`src/rtl/select_adder_accumulator_if.sv`:
```
// Operand, adder and result handshakes of select_adder_accumulator.
// slave is the accumulator side; master is the surrounding parent.
interface select_adder_accumulator_if #(
  parameter int WIDTH = 16,
  parameter int CNT_W = 8
);
  logic             in_valid;
  logic             in_ready;
  logic [WIDTH-1:0] in_data;
  logic             in_sub;
  logic             in_last;
  logic [WIDTH-1:0] add_a;
  logic [WIDTH-1:0] add_b;
  logic             add_cin;
  logic [WIDTH-1:0] add_s;
  logic             add_cout;
  logic             out_valid;
  logic             out_ready;
  logic [WIDTH-1:0] out_sum;
  logic             out_ovf;
  logic [CNT_W-1:0] out_count;

  modport slave (
    input  in_valid, in_data, in_sub, in_last,
    input  add_s, add_cout, out_ready,
    output in_ready, add_a, add_b, add_cin,
    output out_valid, out_sum, out_ovf, out_count
  );

  modport master (
    output in_valid, in_data, in_sub, in_last,
    output add_s, add_cout, out_ready,
    input  in_ready, add_a, add_b, add_cin,
    input  out_valid, out_sum, out_ovf, out_count
  );
endinterface

```
`src/rtl/select_adder_accumulator.sv`:
```
// Accumulating front/back end around an external carry-select adder.
// One operand per two cycles; result offered on a valid/ready handshake.
module select_adder_accumulator #(
  parameter int WIDTH = 16,
  parameter int CNT_W = 8
) (
  input logic                        Clk,
  input logic                        Reset_n,
  select_adder_accumulator_if.slave  bus
);
  typedef enum logic [1:0] {
    IDLE = 2'd0,
    EXEC = 2'd1,
    DONE = 2'd2
  } state_t;

  state_t           state;
  state_t           state_nxt;
  logic [WIDTH-1:0] acc;
  logic [WIDTH-1:0] a_reg;
  logic [WIDTH-1:0] b_reg;
  logic             sub_reg;
  logic             last_reg;
  logic             ovf;
  logic [CNT_W-1:0] count;
  logic             in_ready;
  logic             out_valid;
  logic             accept;
  logic             clear;
  logic             carry;

  assign accept = bus.in_valid & in_ready;
  assign clear  = out_valid & bus.out_ready;
  // carry-out on add; missing carry means borrow on subtract
  assign carry  = sub_reg ? ~bus.add_cout : bus.add_cout;

  always_comb begin
    state_nxt = state;
    in_ready  = 1'b0;
    out_valid = 1'b0;
    unique case (state)
      IDLE: begin
        in_ready = 1'b1;
        if (bus.in_valid) state_nxt = EXEC;
      end
      EXEC: begin
        state_nxt = last_reg ? DONE : IDLE;
      end
      DONE: begin
        out_valid = 1'b1;
        if (bus.out_ready) state_nxt = IDLE;
      end
      default: state_nxt = IDLE;
    endcase
  end

  always_ff @(posedge Clk or negedge Reset_n) begin
    if (!Reset_n) begin
      state    <= IDLE;
      acc      <= '0;
      a_reg    <= '0;
      b_reg    <= '0;
      sub_reg  <= 1'b0;
      last_reg <= 1'b0;
      ovf      <= 1'b0;
      count    <= '0;
    end else begin
      state <= state_nxt;
      if (accept) begin
        // a_reg mirrors acc through EXEC and holds it afterwards
        a_reg    <= acc;
        b_reg    <= bus.in_sub ? ~bus.in_data : bus.in_data;
        sub_reg  <= bus.in_sub;
        last_reg <= bus.in_last;
        if (count != '1) count <= count + CNT_W'(1);
      end
      if (state == EXEC) begin
        acc <= bus.add_s;
        ovf <= ovf | carry;
      end
      if (clear) begin
        acc   <= '0;
        ovf   <= 1'b0;
        count <= '0;
      end
    end
  end

  assign bus.in_ready  = in_ready;
  assign bus.out_valid = out_valid;
  assign bus.out_sum   = acc;
  assign bus.out_ovf   = ovf;
  assign bus.out_count = count;
  assign bus.add_a     = a_reg;
  assign bus.add_b     = b_reg;
  assign bus.add_cin   = sub_reg;
endmodule

```
`src/flat_wrapper.sv`:
```
// flat-port wrapper written by rule: the top's interface ports become plain ports
module select_adder_accumulator_flat 
#(
  parameter int WIDTH = 16,
  parameter int CNT_W = 8
)
  (Clk, Reset_n, bus_in_valid, bus_in_data, bus_in_sub, bus_in_last, bus_add_s, bus_add_cout, bus_out_ready, bus_in_ready, bus_add_a, bus_add_b, bus_add_cin, bus_out_valid, bus_out_sum, bus_out_ovf, bus_out_count);
  select_adder_accumulator_if #(.WIDTH(WIDTH), .CNT_W(CNT_W)) bus_i ();
  input logic Clk;
  input logic Reset_n;
  input wire logic [$bits(bus_i.in_valid)-1:0] bus_in_valid;
  input wire logic [$bits(bus_i.in_data)-1:0] bus_in_data;
  input wire logic [$bits(bus_i.in_sub)-1:0] bus_in_sub;
  input wire logic [$bits(bus_i.in_last)-1:0] bus_in_last;
  input wire logic [$bits(bus_i.add_s)-1:0] bus_add_s;
  input wire logic [$bits(bus_i.add_cout)-1:0] bus_add_cout;
  input wire logic [$bits(bus_i.out_ready)-1:0] bus_out_ready;
  output wire logic [$bits(bus_i.in_ready)-1:0] bus_in_ready;
  output wire logic [$bits(bus_i.add_a)-1:0] bus_add_a;
  output wire logic [$bits(bus_i.add_b)-1:0] bus_add_b;
  output wire logic [$bits(bus_i.add_cin)-1:0] bus_add_cin;
  output wire logic [$bits(bus_i.out_valid)-1:0] bus_out_valid;
  output wire logic [$bits(bus_i.out_sum)-1:0] bus_out_sum;
  output wire logic [$bits(bus_i.out_ovf)-1:0] bus_out_ovf;
  output wire logic [$bits(bus_i.out_count)-1:0] bus_out_count;
  assign bus_i.in_valid = bus_in_valid;
  assign bus_i.in_data = bus_in_data;
  assign bus_i.in_sub = bus_in_sub;
  assign bus_i.in_last = bus_in_last;
  assign bus_i.add_s = bus_add_s;
  assign bus_i.add_cout = bus_add_cout;
  assign bus_i.out_ready = bus_out_ready;
  assign bus_in_ready = bus_i.in_ready;
  assign bus_add_a = bus_i.add_a;
  assign bus_add_b = bus_i.add_b;
  assign bus_add_cin = bus_i.add_cin;
  assign bus_out_valid = bus_i.out_valid;
  assign bus_out_sum = bus_i.out_sum;
  assign bus_out_ovf = bus_i.out_ovf;
  assign bus_out_count = bus_i.out_count;
  select_adder_accumulator #(.WIDTH(WIDTH), .CNT_W(CNT_W)) u_core (.Clk(Clk), .Reset_n(Reset_n), .bus(bus_i));
endmodule
```
`config.mk`:
```
export PLATFORM = sky130hd
export DESIGN_NAME = select_adder_accumulator_flat
export DESIGN_NICKNAME = d
export VERILOG_FILES = /design/src/rtl/select_adder_accumulator_if.sv /design/src/rtl/select_adder_accumulator.sv /design/src/flat_wrapper.sv
export SDC_FILE = /design/constraint.sdc
export NUM_CORES = 1
export LEC_CHECK = 0
export ABC_CLOCK_PERIOD_IN_PS = 3400
export CORE_ASPECT_RATIO = 2
export CORE_MARGIN = 10
export CORE_UTILIZATION = 40
export CTS_CLUSTER_SIZE = 25
export DETAILED_ROUTE_END_ITERATION = 6
export PLACE_DENSITY = 0.74
export SYNTH_ARGS = -nofsm -noshare
export SYNTH_HDL_FRONTEND = slang
export SYNTH_SLANG_ARGS = --single-unit
```
`constraint.sdc`:
```
create_clock -name Clk -period 3.4 [get_ports Clk]
set_clock_uncertainty 0.2 [all_clocks]
set_input_delay 0.34 -clock Clk [delete_from_list [all_inputs] [get_ports Clk]]
set_output_delay 0.34 -clock Clk [all_outputs]
set_load 0.01 [all_outputs]
```
**Word-level counts from Yosys, hierarchy flattened**

Index checks and enable logic that the tools add are counted.

- Bits in registers: 61
- Input port bits: 39
- Logic and storage cells: 40

- Reductions and logical operators: 6
- Add/subtract/negate cells: 1
- Equal/unequal tests: 5
- Bitwise gates (word level): 5
- Muxes and demuxes: 15

Operators with widths:

| kind | number |
|---|---|
| 2-to-1 mux 16 bit | 3 |
| 2-to-1 mux 8 bit | 3 |
| NOT 16 bit | 1 |
| adder 8 x 1 -> 8 bit, second input constant | 1 |
| inequality test 8 bit, second input constant | 1 |
| 2-to-1 mux 2 bit | 3 |
| one-hot mux 2 bit (3 select lines) | 1 |
| nonzero test 2 bit | 3 |
| 2-to-1 mux 1 bit | 5 |
| inequality test 2 bit, second input constant | 2 |
| AND reduction 2 bit | 2 |
| bitwise AND 1 bit | 2 |
| equality test 2 x 1 -> 1 bit, second input constant | 1 |
| equality test 2 bit, second input constant | 1 |
| logical NOT 2 bit | 1 |
| NOT 1 bit | 1 |
| bitwise OR 1 bit | 1 |

**Logic depth before layout (Yosys ltp)**

Gate-level depths: netlist of the first run.

- Depth after elaboration: 5
- Gate-level depth with buffers: 5
- Gate-level depth less buffers: 4

**Worst setup path after synthesis of the first run**

OpenSTA, ideal clock, no wires.

- Path kind: register to register
- Start: register u_core.count[0], in the netlist u_core.bus.out_count[0]
- End: register u_core.count[0], in the netlist u_core.bus.out_count[0]
- Path slack: 1.791 ns
- Setup time: 0.079 ns
- Cell stages (with the launch flop): 5
- Data required time: 3.121 ns
- Data arrival time: 1.329 ns
- Cell sequence: dfrtp_1 -> ha_1 -> nand3_1 -> o31ai_1 -> mux2i_1

- Word-level cells in the longest chain between the ends: 4
- Elaborated cells on any way between the ends: 7
- Classes of those cells: 1 x add/sub; 1 x eq/ne; 3 x mux; 2 x reduce/logical

RTL lines:

| element | RTL line | text |
|---|---|---|
| from (decl) | select_adder_accumulator.sv:25 | `logic [CNT_W-1:0] count;` |
| from (signal assigned) | select_adder_accumulator.sv:75 | `if (count != '1) count <= count + CNT_W'(1);` |
| adder 8 x 1 -> 8 bit | select_adder_accumulator.sv:75 |  |
| 2-to-1 mux 8 bit | select_adder_accumulator.sv:75 |  |
| 2-to-1 mux 8 bit | select_adder_accumulator.sv:69 | `if (accept) begin` |
| 2-to-1 mux 8 bit | select_adder_accumulator.sv:81 | `if (clear) begin` |

Parallel ways exist; a longest one is shown, timed or not. The select of a mux whose other input is x is not followed.
A chain may end at the register's enable or synchronous reset.

**Worst setup path in the final report of the first run**

- Start: register u_core.state[1]
- End: output bus_out_valid

- Word-level cells in the longest chain between the ends: 2

RTL lines:

| element | RTL line | text |
|---|---|---|
| from (decl) | select_adder_accumulator.sv:17 | `state_t state;` |
| from (signal assigned) | select_adder_accumulator.sv:68 | `state <= state_nxt;` |
| equality test 2 bit | select_adder_accumulator.sv:41 | `unique case (state)` |
| 2-to-1 mux 1 bit | select_adder_accumulator.sv:41 |  |
| to (decl) | flat_wrapper.sv:22 | `output wire logic [$bits(bus_i.out_valid)-1:0] bus_out_valid;` |

Every way passes these cells.

==> reports/qor.yml, run 1 <==
run_status:
  status: "complete, no violations"
floorplan:
  rows: 41
  coreArea_um2: 6360
  die_y_um: 135
  dieArea_um2: 10500
  chipWidth_um: 77.5
  pin_count: 99
  start_util_pct: 41.6
pwr:
  p_int_mw: 2.43
  seqPwrFrac_pct: 35.6
  power.total_mw: 3.65
  power_switching_mw: 1.22
  power_leakage_nw: 1.71
  clkPwrFrac_pct: 21.7
  swShare_pct: 33.4
  ir_drop_mv: 0.442
  powerDensity_nw_per_um2: 926
  pwr-share-comb_pct: 42.7
grt:
  grt_pass1_wl_mm: 11.5
  grt.overflow.total: 0
  grt_util_met3_pct: 4.45
  grt_pass1_vias: 2180
  antenna_found_initial: 0
  grt_busiest_layer: "met2"
  grt.met1_usage_pct: 13.5
  grt_max_degree: 43
  use_met2_pct: 25.3
  grt_usage_pct: 14.0
finish:
  area.growth.synth_to_final_pct: 49.0
  drive_gt1_share_pct: 10.5
  num-fill-cells: 537
  num-nets-final: 380
  fin_area_um2: 3940
  antenna_cells: 0
hold_path:
  min_from: "u_core.bus.add_a[13]$_DFFE_PN0P_"
  min_path_cells: 1
  holdPathEnd: "u_core.bus.add_a[13]$_DFFE_PN0P_"
  min_path_type: "reg -> reg"
place:
  gp_congestion: 0.860
  io_buffers: 98
  dpl-instance-area_um2: 3670
  hpwl_mm: 5.42
detailed_routing:
  drcViolationCount: 0
  wire_per_inst_um: 16.5
  dr.pass1.iters: 4
  antenna_left: 0
  vias_per_cell: 4.91
  drt_wl_total_mm: 7.09
  vias: 2111
  drt-initial-drc-count: 125
worst_setup_path:
  rrSetupSlack_ns: 1.43
  cp_max_fo: 7
  worstReg2RegEnd: "u_core.bus.out_sum[4]$_DFFE_PN0P_"
  required_ns: 2.86
  slowest_delay_ns: 0.58
  crit_path_cell_trace: "nor2b_1 > clkdlybuf4s50_1"
  r2r_start: "u_core.state[0]$_DFFE_PN0P_"
  cp_num_buf_inv: 1
  cp_top_family: "buffers and inverters"
  end_kind: "primary output"
  reg2reg_depth: 3
  criticalPathCategory: "reg -> out"
  cp_slowest_cell: "clkdlybuf4s50_1"
  crit_cells: 2
  cp.arrival_ns: 1.63
  start_kind: "register"
synth:
  ys_warn_count: 0
  synth.most_common_cell: "dfrtp_1"
  netlist_area_um2: 2650
  synth_area_leader_cell: "dfrtp_1"
  synthTopCellsByCount: "61 x dfrtp_1, 39 x nand2_1"
  yosysSeqAreaShare_pct: 57.7
  synth_area_leaders: "dfrtp_1 58%, mux2_2 7.7%, xnor2_1 5.6%"
  async_flop_share_pct: 100
  synth-main-ff-cell: "dfrtp_1"
  avgSynthCellArea_um2: 11.0
  synth_edf_count: 0
  syn_inst: 241
  synthDominantCellAreaShare_pct: 57.7
  synth_nets: 281
  ys_types: 31
  ys_ff_latch: 61
clock_tree:
  clock_sinks: 61
  cts-buffers-inserted: 9
  clk_latency_ns: 0.32
  tritoncts: "done"
  path_clk_slew_ns: 0.05
  clock_path_buffers: 2
  htreeDepth: 3
  cts-root-buf: "clkbuf_16"
timing:
  relSlewSlack_pct: 19.1
  hold_violations: 0
  rsz0062_at_grt: "no"
  tightest_slew_ns: 1.21
  setup-tns-final_ns: 0
  fin_crit_ns: 2.17
  drv_slew: 0
  finalCritPeriodShare_pct: 63.8
  fmax_ghz: 0.461
  setup_viol: 0
run:
  cap_violations: 0
[power by group through the flow]
stage	Clock, mW	Sequential (mW)	Combinational [mW]
after CTS	0.815	1.30	1.60
final	0.793	1.30	1.56
after global placement	0	1.30	1.56
after floorplan	0	1.41	0.614
after global routing	0.842	1.35	1.70
after detailed placement	0	1.31	1.59
[kinds of logic after synthesis]
group                      share of synthesized area, %
and+or+nand+nor                                    15.8
DFF                                                57.7
AOI/OAI and AO/OA                                  7.47
muxes                                              9.18
buffers and inverters                              3.78
xor gates and xnor gates                           5.63
adders and majority gates                         0.473
[cells in the final DEF (no fill, tap or decap), types with 2 or more instances in the layout]
cell	netlist	final
clkbuf_1	0	3
mux2i_1	4	4
o21ai_0	3	3
nand3_1	18	18
clkbuf_16	0	9
dfrtp_1	61	61
mux2_2	18	18
nor2_1	18	18
and3_1	5	5
nor3_1	2	2
o31ai_1	2	2
a21oi_1	18	18
nand2_1	39	39
nor2b_1	2	2
clkdlybuf4s50_1	0	97
xnor2_1	17	17
inv_1	5	5
buf_4	2	3
a41oi_1	2	2
clkinv_2	0	2
[metrics by stage]
stage | cells | setup WS (ns) | hold slack [ns] | util [%]
finish | 430 | 1.23 | 0.303 | 61.9
global route | 430 | 1.15 | 0.314 | 61.9
CTS | 430 | 1.22 | 0.307 | 61.9
detailed placement | 414 | 1.17 | 0.125 | 57.7
global placement | 414 | 1.20 | 0.116 | 57.7
floorplan | 241 | 1.79 | -0.156 | -
[worst max-delay path by stage]
| stage | start | end |
|---|---|---|
| final | u_core.state[1]$_DFFE_PN0P_ | bus_out_valid |
| after global routing | u_core.state[1]$_DFFE_PN0P_ | bus_out_valid |
| after CTS | u_core.state[1]$_DFFE_PN0P_ | bus_out_valid |
| after detailed placement | bus_out_ready | u_core.bus.out_count[6]$_DFFE_PN0P_ |
| after global placement | bus_out_ready | u_core.bus.out_count[7]$_DFFE_PN0P_ |
| after floorplan | u_core.bus.out_count[0]$_DFFE_PN0P_ | u_core.bus.out_count[0]$_DFFE_PN0P_ |
[routing by layer]
layer,part of all wire [%],up-vias,wire [µm]
met2,55,79,3880
met1,38,1007,2660
li1,-,1015,-
met3,5.8,10,408
met5,0,-,0
met4,2.0,0,145
[repair_timing]
item                                   4_1_cts  5_1_grt
hold buffers                                 1        0
setup buffers                                0        0
gates resized for setup                      0        0
endpoints found under the hold margin       20        0
[cell type report]
cell class | instances | area [µm²] | share of cell area [%]
inverters | 5 | 18.8 | 0.476
repair buffers | 102 | 1010 | 25.6
flip-flops and latches | 61 | 1530 | 38.7
clock buffers | 13 | 250 | 6.35
well taps | 86 | 108 | 2.73
clock inverters | 2 | 10.0 | 0.254
multi-input cells | 161 | 1020 | 25.8
Note: power is estimated with default switching activity, not from simulation.
==> run 2: changes to the inputs <==
--- a/config.mk
+++ b/config.mk
@@ -5,7 +5,7 @@
 export SDC_FILE = /design/constraint.sdc
 export NUM_CORES = 1
 export LEC_CHECK = 0
-export ABC_CLOCK_PERIOD_IN_PS = 3400
+export ABC_CLOCK_PERIOD_IN_PS = 2050
 export CORE_ASPECT_RATIO = 2
 export CORE_MARGIN = 10
 export CORE_UTILIZATION = 40
==> constraint.sdc (replaced) <==
create_clock -name Clk -period 2.05 [get_ports Clk]
set_clock_uncertainty 0.2 [all_clocks]
set_input_delay 0.205 -clock Clk [delete_from_list [all_inputs] [get_ports Clk]]
set_output_delay 0.205 -clock Clk [all_outputs]
set_load 0.01 [all_outputs]
==> run 2 against run 1 <==
Compared with the run above: register-to-register slack got worse by 1.1 ns; die area unchanged; sequential power increased by 65%; critical path depth unchanged; sequential cell count unchanged; clock power increased by 80%; sequential share of layout area decreased by 1.1 points; cell area increased by 3.1%; total power increased by 73%; via count increased by 1.8%; worst setup slack got worse by 1.1 ns; count of clock-buffer cells in the layout unchanged; highest routed layer unchanged.
==> reports/qor.yml, run 2 (same netlist as run 1, synthesis figures left out) <==
detailed_routing:
  vias: 2149  # was 2,111
  drt-initial-drc-count: 122  # was 125
  drcViolationCount: 0  # unchanged
  dr.pass1.iters: 4  # unchanged
  antenna_left: 0  # unchanged
  wire_per_inst_um: 16.5  # about the same
  drt_wl_total_mm: 7.21  # was 7.09 mm
  vias_per_cell: 4.92  # was 4.91
timing:
  relSlewSlack_pct: 54.2  # was 19.1%
  tightest_slew_ns: 0.687  # was 1.21 ns
  setup_viol: 0  # unchanged
  rsz0062_at_grt: "no"  # unchanged
  fin_crit_ns: 1.95
  finalCritPeriodShare_pct: 95.3
  setup-tns-final_ns: 0  # unchanged
  hold_violations: 0  # unchanged
  fmax_ghz: 0.512
  drv_slew: 0  # unchanged
grt:
  grt_busiest_layer: "met2"  # unchanged
  grt_pass1_vias: 2398  # was 2,180
  use_met2_pct: 26.5  # was 25.3%
  antenna_found_initial: 0  # unchanged
  grt_max_degree: 62  # was 43
  grt_usage_pct: 14.7  # was 14.0%
  grt.overflow.total: 0  # unchanged
  grt_pass1_wl_mm: 12.3  # was 11.5 mm
  grt_util_met3_pct: 3.39  # was 4.45%
  grt.met1_usage_pct: 14.5  # was 13.5%
finish:
  area.growth.synth_to_final_pct: 53.6  # was 49.0%
  antenna_cells: 0  # unchanged
  mostFrequentLayoutCell: "clkdlybuf4s50_1"  # unchanged
  finish.utilization_pct: 63.9  # was 61.9%
  layout_common_cells: "97 x clkdlybuf4s50_1, 60 x dfrtp_1, 39 x nand2_1"  # was 97 x clkdlybuf4s50_1, 61 x dfrtp_1, 39 x nand2_1
  drive_gt1_share_pct: 13.7  # was 10.5%
  num-nets-final: 386  # was 380
run_status:
  status: "complete, no violations"  # unchanged
worst_setup_path:
  end_kind: "primary output"  # unchanged
  required_ns: 1.64  # was 2.86 ns
  cp_max_fo: 7  # unchanged
  criticalPathCategory: "reg -> out"  # unchanged
  cp-startpoint: "u_core.state[0]$_DFFE_PN0P_"  # was u_core.state[1]$_DFFE_PN0P_
  worstReg2RegEnd: "u_core.bus.out_count[5]$_DFFE_PN0P_"  # was u_core.bus.out_sum[4]$_DFFE_PN0P_
  r2r_start: "u_core.state[0]$_DFFE_PN0P_"  # unchanged
  start_kind: "register"  # unchanged
  cp.arrival_ns: 1.55  # was 1.63 ns
  rrSetupSlack_ns: 0.35  # was 1.43 ns
  reg2reg_depth: 4  # was 3
floorplan:
  rows: 41  # unchanged
  die_y_um: 135  # unchanged
  pin_count: 99  # unchanged
  dieArea_um2: 10500  # unchanged
  chipWidth_um: 77.5  # unchanged
  start_util_pct: 41.6  # unchanged
  coreArea_um2: 6360  # unchanged
pwr:
  seqPwrFrac_pct: 34.0  # was 35.6%
  p_int_mw: 4.23  # was 2.43 mW
  powerDensity_nw_per_um2: 1550  # was 926 nW/µm²
  power_leakage_nw: 1.77  # was 1.71 nW
  power_switching_mw: 2.08  # was 1.22 mW
  swShare_pct: 32.9  # was 33.4%
  pwr-share-comb_pct: 43.3  # was 42.7%
  clkPwrFrac_pct: 22.7  # was 21.7%
  ir_drop_mv: 0.802  # was 0.442 mV
place:
  io_buffers: 98  # unchanged
  hpwl_mm: 5.54  # was 5.42 mm
  gp_congestion: 0.857  # was 0.860
run:
  cap_violations: 0  # unchanged
clock_tree:
  cts-root-buf: "clkbuf_16"  # unchanged
  clk_latency_ns: 0.32  # about the same
  htreeDepth: 3  # unchanged
  cts-buffers-inserted: 9  # unchanged
  clock_sinks: 61  # unchanged
  clock_path_buffers: 2  # unchanged
  tritoncts: "done"  # unchanged
  path_clk_slew_ns: 0.05  # about the same
hold_path:
  min_path_type: "in -> async"  # was reg -> reg
run 2: what timing repair did:
item	CTS	global route
setup buffers	0	0
setup endpoints to repair	1	1
resized for setup	1	1
pin swaps	0	0
hold buffers	1	0
hold endpoints to repair	61	0
run 2: critical path: stages (launching register included):
cell,delay (ns)
dfrtp_1,0.46
nor2b_2,0.19
clkdlybuf4s50_1,0.58
run 2: cell type report:
class / count / area (µm²)
Tap cell: 86 / 108
Sequential cell: 61 / 1530
Multi-Input combinational cell: 161 / 1020
Timing Repair Buffer: 108 / 1090
Clock buffer: 13 / 280
Inverter: 5 / 18.8
Fill cell: 556 / 2300
Clock inverter: 3 / 17.5
run 2: how the worst max path moves through the flow:
stage / end / slack, ns / cells after the start
floorplan: u_core.bus.out_count[0]$_DFFE_PN0P_ / 0.44 / 4
global placement: u_core.bus.out_count[5]$_DFFE_PN0P_ / 0.18 / 5
detailed placement: u_core.bus.out_count[5]$_DFFE_PN0P_ / 0.13 / 5
CTS: bus_out_valid / 0.02 / 2
global route: bus_out_valid / 0.05 / 2
finish: bus_out_valid / 0.1 / 2
run 2: stage by stage:
stage / total power, mW / hold WS (ns) / cells / cell area (µm²) / setup WS [ns]
finish: 6.30 / 0.212 / 437 / 4060 / 0.0970
global route: 6.74 / 0.224 / 437 / 4060 / 0.0486
CTS: 6.41 / 0.208 / 437 / 4060 / 0.0234
detailed placement: 4.93 / 0.0352 / 420 / 3750 / 0.134
global placement: 4.84 / 0.0318 / 420 / 3750 / 0.175
floorplan: 3.36 / -0.291 / 241 / 2650 / 0.441
run 2: power by group through the flow:
stage | registers (mW) | clock network [mW] | logic (mW)
after floorplan | 2.34 | 0 | 1.02
final | 2.14 | 1.43 | 2.73
after detailed placement | 2.15 | 0 | 2.78
after CTS | 2.15 | 1.46 | 2.80
after global routing | 2.23 | 1.52 | 2.99
after global placement | 2.13 | 0 | 2.70
run 2: routing by layer:
metal	wire [µm]	vias up
met4	189	0
li1	-	1025
met5	0	-
met1	2710	1046
met2	3950	67
met3	359	11
==> run 3: changes to the inputs <==
--- a/config.mk
+++ b/config.mk
@@ -9,8 +9,9 @@
 export CORE_ASPECT_RATIO = 2
 export CORE_MARGIN = 10
 export CORE_UTILIZATION = 40
-export CTS_CLUSTER_SIZE = 25
+export CTS_CLUSTER_SIZE = 10
 export DETAILED_ROUTE_END_ITERATION = 6
+export HOLD_SLACK_MARGIN = 0.1
 export PLACE_DENSITY = 0.74
 export SYNTH_ARGS = -nofsm -noshare
 export SYNTH_HDL_FRONTEND = slang
==> results of run 3 <==
No change in the layout: final DEF, timing and power equal those of run 2.
==> RTL change 1: new RTL, config.mk and constraints of run 3 <==
Re-encode `state_t` (3 states) as one-hot, 3 bits wide.
--- a/src/rtl/select_adder_accumulator.sv
+++ b/src/rtl/select_adder_accumulator.sv
@@ -8,10 +8,10 @@
   input logic                        Reset_n,
   select_adder_accumulator_if.slave  bus
 );
-  typedef enum logic [1:0] {
-    IDLE = 2'd0,
-    EXEC = 2'd1,
-    DONE = 2'd2
+  typedef enum logic [2:0] {
+    IDLE = 3'b001,
+    EXEC = 3'b010,
+    DONE = 3'b100
   } state_t;
 
   state_t           state;
Behaviour: same outputs for any inputs over 10 cycles, from zero or initial values and one cycle with Reset_n low; not proved beyond that.
==> RTL change 1 against run 3 <==
- sequential cell count rose by 1
- power fell by 1.6%
- synthesized area rose by 0.76%
- wire length rose by 0.86%
- synthesized cell count fell by 1.2%
- worst setup slack got worse by 0.015 ns
- cell count did not move
- worst hold slack got worse by 0.0044 ns
- register-to-register slack got worse by 0.15 ns
- largest cell class unchanged
- count of clock-buffer cells in the layout rose by 3
- design area fell by 0.18%
- sequential power rose by 2%
==> RTL change 1: results (changes against run 3) <==
worst r2r src u_core.bus.out_count[0]; register share of total power 35.2% (+1.2 points); cell count after synthesis 238 (-1.2%); reg2reg path depth 6 (+2); Unique masters post-synth 33 (+6.5%); Synth Area in Compound Gates 10.4% (+2.9 points); NonClk Buf Share 26.9% (about the same); first-pass GRT wire length 11600 um (-6.1%); GRT Overall Usage 13.9% (-0.72 points); worst flop-to-flop path endpoint u_core.bus.out_count[3]; sequential-to-total area share from yosys stat 58.3% (+0.55 points); Layout Nets 384 (-0.52%); mux cell area share after synthesis 7.98% (-1.2 points); Synth Area in Adders 0.469% (-0.0036 points); setup slack at placement 0.186 ns (+0.0522 ns); syn_area_per_cell 11.2 um^2 (+2.0%); total power 6.20 mW (-1.6%); GPL Wtd Cong 0.743 (-13%); Post-Synth XOR/XNOR Area 5.59% (-0.042 points); pin count of the biggest net entering global routing 63 (+1.6%); area occupied by multi-input gates 1020 um^2 (-0.37%); outcome finished, final reports clean; routed vias 2104 (-2.1%); num sequential 62 (+1.6%); peak supply drop 626 uV (-22%); R2R Setup Slk 0.20 ns (-0.15 ns); synth top area cells dfrtp_1 (57%), mux2_2 (7.6%), a21oi_1 (7.1%); FILL cells 554 (-0.36%); vias in the first global route 2265 (-5.5%); Signal inverters 1 (-4)
## RTL change 1: metal layers
layer	share of wire, %	GRT usage, %	vias up
met5	0	0	-
met4	1.5	6.12	0
met3	6.4	5.45	9
met2	56	25.5	67
met1	36	13.2	1009
li1	-	-	1019
## RTL change 1: timing repair
item,CTS,global route
hold buffers,1,0
resized for setup,1,1
endpoints found under the hold margin,62,0
endpoints found under the setup margin,1,1
## RTL change 1: worst min-delay path by stage
stage	cells after the start	slack [ns]	startpoint	endpoint
final	3	0.21	Reset_n	u_core.bus.out_count[0]
after global routing	3	0.24	bus_add_s[12]	u_core.bus.out_sum[12]
after CTS	3	0.22	bus_add_s[12]	u_core.bus.out_sum[12]
after detailed placement	2	0.04	Reset_n	u_core.bus.out_sum[4]
after global placement	2	0.03	Reset_n	u_core.bus.out_sum[3]
after floorplan	0	-0.29	Reset_n	u_core.bus.add_a[0]
==> RTL change 2: new RTL, flow settings as in run 3 <==
Made on the original files. `CNT_W` is set to 8 in 3 places; all go to 10.
--- a/src/rtl/select_adder_accumulator_if.sv
+++ b/src/rtl/select_adder_accumulator_if.sv
@@ -2,7 +2,7 @@
 // slave is the accumulator side; master is the surrounding parent.
 interface select_adder_accumulator_if #(
   parameter int WIDTH = 16,
-  parameter int CNT_W = 8
+  parameter int CNT_W = 10
 );
   logic             in_valid;
   logic             in_ready;
--- a/src/rtl/select_adder_accumulator.sv
+++ b/src/rtl/select_adder_accumulator.sv
@@ -2,7 +2,7 @@
 // One operand per two cycles; result offered on a valid/ready handshake.
 module select_adder_accumulator #(
   parameter int WIDTH = 16,
-  parameter int CNT_W = 8
+  parameter int CNT_W = 10
 ) (
   input logic                        Clk,
   input logic                        Reset_n,
--- a/src/flat_wrapper.sv
+++ b/src/flat_wrapper.sv
@@ -2,7 +2,7 @@
 module select_adder_accumulator_flat 
 #(
   parameter int WIDTH = 16,
-  parameter int CNT_W = 8
+  parameter int CNT_W = 10
 )
   (Clk, Reset_n, bus_in_valid, bus_in_data, bus_in_sub, bus_in_last, bus_add_s, bus_add_cout, bus_out_ready, bus_in_ready, bus_add_a, bus_add_b, bus_add_cin, bus_out_valid, bus_out_sum, bus_out_ovf, bus_out_count);
   select_adder_accumulator_if #(.WIDTH(WIDTH), .CNT_W(CNT_W)) bus_i ();
Interface: changed (resized bus_out_count); port bits go from 99 to 101. No check against the original RTL was run, so the function may have changed too.
==> RTL change 2 against run 3 <==
- count of clock-buffer cells in the layout stayed put
- design area is 2.3% higher
- largest cell class unchanged
- power is 0.77% higher
- worst setup slack better by 0.031 ns
- critical path type unchanged
- synthesized area is 2.4% higher
- register-to-register slack worse by 0.18 ns
- clock power is 15% higher
- sequential cell count is 2 higher
- wire length is 6.7% higher
==> RTL change 2: results (changes against run 3) <==
Post-Synth XOR/XNOR Area 6.15% (+0.52 points); WP data arrival 1.52 ns (-0.03 ns); R2R Setup Slk 0.17 ns (-0.18 ns); Lkg Pwr 1.85 nW (+4.7%); GRT Overall Usage 14.7% (about the same); hold_ws 0.208 ns (-0.00421 ns); Layout Nets 426 (+10%); Mapped Nets 323 (+15%); mux cell area share after synthesis 1.48% (-7.7 points); synth top area cells dfrtp_1 (58%), nand2_1 (15%), o21ai_0 (6.3%); Max Fclk 520 MHz (+1.6%); Synth top cells by count nand2_1 (110), dfrtp_1 (63), o21ai_0 (34); met2 WL 4420 um (+12%); vias per cell 4.79 (-2.7%); peak supply drop 741 uV (-7.6%); Crit. Startpoint u_core.state[1]; outcome finished, final reports clean; setup slack at placement -0.0490 ns (-0.183 ns); initial DRC count 78 (-36%); sequential-to-total area share from yosys stat 58.2% (+0.52 points); share of cells above drive strength 1 7.16% (-6.5 points); reg2reg path depth 5 (+1); cell count after synthesis 283 (+17%); Detailed Route WL 7700 um (+6.7%); dpl cell area 3820 um^2 (+1.8%); hpwl dp 5700 um (+3.0%); PortBufs 100 (+2.0%); wire length on met3 469 um (+31%); pin count of the biggest net entering global routing 64 (+3.2%); Synth Area in Adders 0.462% (-0.011 points); Synth Area in Compound Gates 9.43% (+2.0 points); fin cells 479 (+9.6%); worst r2r src u_core.bus.out_count[0]; GPL Wtd Cong 0.840 (-1.9%)
## RTL change 2: cell count changes after synthesis, moves of 14 or more
| cell | change |
|---|---|
| a21oi_1 | -15 |
| nand3_1 | -17 |
| nor2_1 | -14 |
| mux2_2 | -18 |
| nand2_1 | +71 |
| o21ai_0 | +31 |
## RTL change 2: power by group
| part | switching [mW] | internal (mW) | leakage [nW] | total, mW |
|---|---|---|---|---|
| sequential | 0.429 | 1.79 | 0.794 | 2.22 |
| clock | 0.515 | 1.13 | 0.160 | 1.64 |
| combinational | 1.16 | 1.33 | 0.897 | 2.49 |
## RTL change 2: layout make-up
| cell class | instances | area, um^2 | share of cell area [%] |
|---|---|---|---|
| inverters | 3 | 16.3 | 0.391 |
| flip-flops and latches | 63 | 1580 | 37.9 |
| repair buffers | 108 | 1080 | 26.1 |
| well taps | 88 | 110 | 2.65 |
| clock inverters | 3 | 65.1 | 1.56 |
| clock buffers | 13 | 260 | 6.26 |
| multi-input cells | 201 | 1050 | 25.2 |
## RTL change 2: repair_timing
item	in CTS	in global routing
setup endpoints to repair	0	1
hold endpoints to repair	63	0
hold buffers	1	0
gates resized for setup	0	1
## RTL change 2: metal layers
layer / global-route usage [%] / up-vias
met4: 7.52 / 0
met1: 13.3 / 1088
li1: - / 1132
met5: 0 / -
met2: 27.2 / 61
met3: 5.42 / 12
## RTL change 2: worst min path at each step
| stage | start | cells after the start | end |
|---|---|---|---|
| final | Reset_n | 3 | u_core.bus.add_b[7] |
| after global routing | Reset_n | 3 | u_core.bus.add_b[7] |
| after CTS | bus_in_last | 3 | u_core.last_reg |
| after detailed placement | Reset_n | 2 | u_core.bus.add_b[7] |
| after global placement | Reset_n | 2 | u_core.bus.add_b[11] |
| after floorplan | Reset_n | 0 | u_core.bus.add_a[0] |
